## src/rtl/register_file.sv

```systemverilog
// Two-read, one-write register file: combinational operand reads and a
// single clocked result write. Asynchronous reset clears every register.
module register_file #(
    parameter int DATA_WIDTH = 16,
    parameter int ADDR_WIDTH = 4
) (
    input  logic                  clk,
    input  logic                  rst,
    input  logic                  reg_write_en,
    input  logic [ADDR_WIDTH-1:0] reg_write_dest,
    input  logic [DATA_WIDTH-1:0] reg_write_data,
    input  logic [ADDR_WIDTH-1:0] reg_read_addr_1,
    output logic [DATA_WIDTH-1:0] reg_read_data_1,
    input  logic [ADDR_WIDTH-1:0] reg_read_addr_2,
    output logic [DATA_WIDTH-1:0] reg_read_data_2
);

    localparam int DEPTH = 1 << ADDR_WIDTH;

    logic [DATA_WIDTH-1:0] regs_q [DEPTH];
    logic [DATA_WIDTH-1:0] regs_d [DEPTH];

    always_comb begin
        for (int i = 0; i < DEPTH; i++) begin
            regs_d[i] = regs_q[i];
        end
        if (reg_write_en) begin
            regs_d[reg_write_dest] = reg_write_data;
        end
    end

    always_ff @(posedge clk or posedge rst) begin
        if (rst) begin
            for (int i = 0; i < DEPTH; i++) begin
                regs_q[i] <= '0;
            end
        end else begin
            for (int i = 0; i < DEPTH; i++) begin
                regs_q[i] <= regs_d[i];
            end
        end
    end

    // No write-to-read bypass: a same-cycle write shows up only after the edge.
    assign reg_read_data_1 = regs_q[reg_read_addr_1];
    assign reg_read_data_2 = regs_q[reg_read_addr_2];

endmodule

```

## config.mk

```make
export PLATFORM = sky130hd
export DESIGN_NAME = register_file
export DESIGN_NICKNAME = d
export VERILOG_FILES = /design/src/rtl/register_file.sv
export SDC_FILE = /design/constraint.sdc
export NUM_CORES = 1
export LEC_CHECK = 0
export ABC_AREA = 1
export CAP_MARGIN = 40
export CORE_UTILIZATION = 40
export DETAILED_ROUTE_END_ITERATION = 10
export DONT_BUFFER_PORTS = 1
export PLACE_DENSITY = 0.62
export REMOVE_ABC_BUFFERS = 1
export SYNTH_ARGS = -nofsm -noshare
export SYNTH_HDL_FRONTEND = slang
export SYNTH_SLANG_ARGS = --single-unit
```

## constraint.sdc

```tcl
create_clock -name clk -period 17.7 [get_ports clk]
set_input_delay 4.425 -clock clk [delete_from_list [all_inputs] [get_ports clk]]
set_output_delay 4.425 -clock clk [all_outputs]
set_load 0.05 [all_outputs]
```

==> results by group <==
Logic synthesis
  – Main combinational cell family by area after synthesis: simple AND/OR/NAND/NOR gates
  – Yosys reg bits: 256
  – Mean Syn Cell Area: 6.62 µm²
  – Synth warn: 0
  – Cells after synthesis: 2238
  – Sequential area share after synthesis: 43.2%
  – Synth Area in XOR/XNOR: 0%
  – Synth Area in Compound Gates: 8.64%
  – Post-synthesis mux area share: 0%
  – Post-synth cell types: 14
  – Synthesized area: 14800 µm²
  – Simple-gate share of the synthesized area: 36.2%
  – Adder-Cell Fraction of Synth Area: 0%

Detailed routing
  – Routed WL: 47900 µm
  – Drc violations: 0
  – Via/cell ratio: 5.36
  – Antenna Nets Post-Route: 0
  – First DRT Iteration DRCs: 1263
  – Drt wl/cell: 18.3 µm
  – DRT Pass-1 Iters: 6
  – Vias after detailed routing: 14000

Timing
  – Minimum clock period: 11.01 ns
  – Clock skew: 0 ns
  – Setup_tns: 0 ns
  – Period utilization: 62.2%
  – Final setup vio count: 0
  – Measured slew at the worst slew-check pin: 0.969 ns
  – Worst hold slack: 0.484 ns
  – Slew Viols, Final: 0
  – Slew HR: 35.4%
  – Unrepaired setup endpoints after global routing: false
  – Achievable Freq: 90.8 MHz
  – Hold violation count in the final report: 0

Clock network
  – Clock sink count: 256
  – Post-CTS resize count: 0
  – Cts bufs inserted: 29
  – Max clock buf depth: 3
  – Setup Buffers After CTS: 0
  – Clock latency on the worst-skew pair: 0.55 ns
  – CTS root buf: clkbuf_16
  – Cts hold-fix bufs: 0
  – CTS tree: built
  – Worst-path clk slew: 0.06 ns
  – Max H-tree Level: 1

Cells and area
  – ANT cells: 0
  – Largest regs: regs_q x256
  – Layout area overhead: 7.61%
  – Nets: 2162
  – Filler Cell Count: 3701
  – Layout cells sized above 1: 3.95%
  – Biggest register: regs_q
  – Highest-count cells in the layout ignoring fill and taps: nand2_1, nand3_1, inv_1
  – Largest register FFs: 256
  – Most common cell after layout, fill and taps aside: nand2_1

Hold path
  – Hold depth: 2
  – Hold path start: regs_q[33]$_DFFE_PP0P_
  – Hold crit path type: flip-flop to flip-flop

Run status
  – Outcome: finished, final reports clean

Global routing
  – GR peak layer: met2
  – Global-route wire length before repair: 76300 µm
  – Met3 usage: 4.30%
  – M1 GR Usage: 33.0%
  – Gr usage total: 25.6%
  – Largest net degree at the start of global routing: 130
  – Vias in the first global route: 13500
  – Antenna violations before repair: 0
  – GR Overflow Total: 0
  – GR Util met2: 43.1%

Setup path
  – Setup crit start: reg_read_addr_1[0]
  – Crit start category: primary input
  – Critical Path Sink Type: primary output
  – Worst R2R Path Depth: 2
  – Critical path type: primary input to primary output
  – Worst-path maximum fanout: 129
  – Worst endpoint required time: 13.28 ns
  – Worst R2R Start: regs_q[133]$_DFFE_PP0P_
  – CP arrival: 6.58 ns

Die
  – Die footprint: 37800 µm²
  – Core region area: 36500 µm²
  – Die extent in x: 194 µm
  – Initial core utilization: 40.6%
  – Num rows: 70
  – Die height: 194 µm
  – Num ports: 63

Power
  – Power Density: 111 nW/µm²
  – P_leak: 8.21 nW
  – Peak supply drop: 0.0000800 V

Place
  – Detailed Place HPWL: 26200 µm
  – GPL Wtd Cong: 0.816
  – PortBufs: 0

Run
  – Max-cap violations: 0
-- routing by layer --
layer / routed length (µm) / part of all wire, %
met5: 0 / 0
met4: 1530 / 3.2
met3: 4110 / 8.6
met2: 22300 / 47
met1: 19900 / 42
-- cell type report --
class	instances	area (µm²)	share of cell area, %
multi-input combinational	1529	6670	41.8
sequential	256	6410	40.2
inverter	286	1090	6.82
clock buffer	43	828	5.19
tap	468	586	3.67
timing repair buffer	29	270	1.69
clock inverter	9	105	0.659
-- cells in the mapped netlist --
cell type / number / area share, %
clkbuf_1: 91 / 2.3
inv_2: 5 / 0.13
clkbuf_2: 1 / 0.034
o21ai_0: 216 / 7.3
dfrtp_1: 256 / 43
nor2_1: 6 / 0.15
buf_2: 49 / 1.7
o21ai_1: 40 / 1.4
nand3_1: 456 / 15
buf_4: 1 / 0.051
nand2_1: 808 / 20
buf_1: 25 / 0.63
inv_1: 281 / 7.1
nor3_2: 3 / 0.20
-- power by group --
group | internal, W | leakage [nW] | switching [W]
clock network | 0.000351 | 0.445 | 0.000244
registers | 0.000709 | 3.20 | 0.0000551
logic | 0.000134 | 4.56 | 0.000283
-- final timing paths --
kind,endpoint,slack [ns]
min,regs_q[33]$_DFFE_PP0P_,0.48
min in group asynchronous,regs_q[158]$_DFFE_PP0P_,3.69
min reg2reg,regs_q[33]$_DFFE_PP0P_,0.48
max reg2reg,regs_q[133]$_DFFE_PP0P_,16.99
max in group asynchronous,regs_q[120]$_DFFE_PP0P_,11.76
max,reg_read_data_1[11],6.69
-- cells by family (layout without fill, tap and decap cells) --
group,count (synthesis),after routing
flops,256,256
compound gates,256,256
buf+inv,453,367
simple gates,1273,1273
-- metrics by stage --
step | instances | setup slack, ns | area (µm²) | total power [W] | util [%]
after global routing | 2620 | 6.53 | 15900 | 0.00190 | 43.7
after detailed placement | 2568 | 6.79 | 15000 | 0.00119 | 41.1
after global placement | 2565 | 6.80 | 14900 | 0.00117 | 40.9
after floorplan | 2071 | 6.23 | 14100 | 0.00110 | -
final | 2620 | 6.69 | 15900 | 0.00178 | 43.7
after CTS | 2620 | 6.78 | 15900 | 0.00179 | 43.7
-- critical path, stage by stage --
cell	delay [ns]
inv_4	0.45
buf_4	0.84
nand2_1	0.11
nand3_1	0.10
nand3_1	0.10
nand3_1	0.12
nand2_1	0.34
Note: power is estimated with default switching activity, not from simulation.
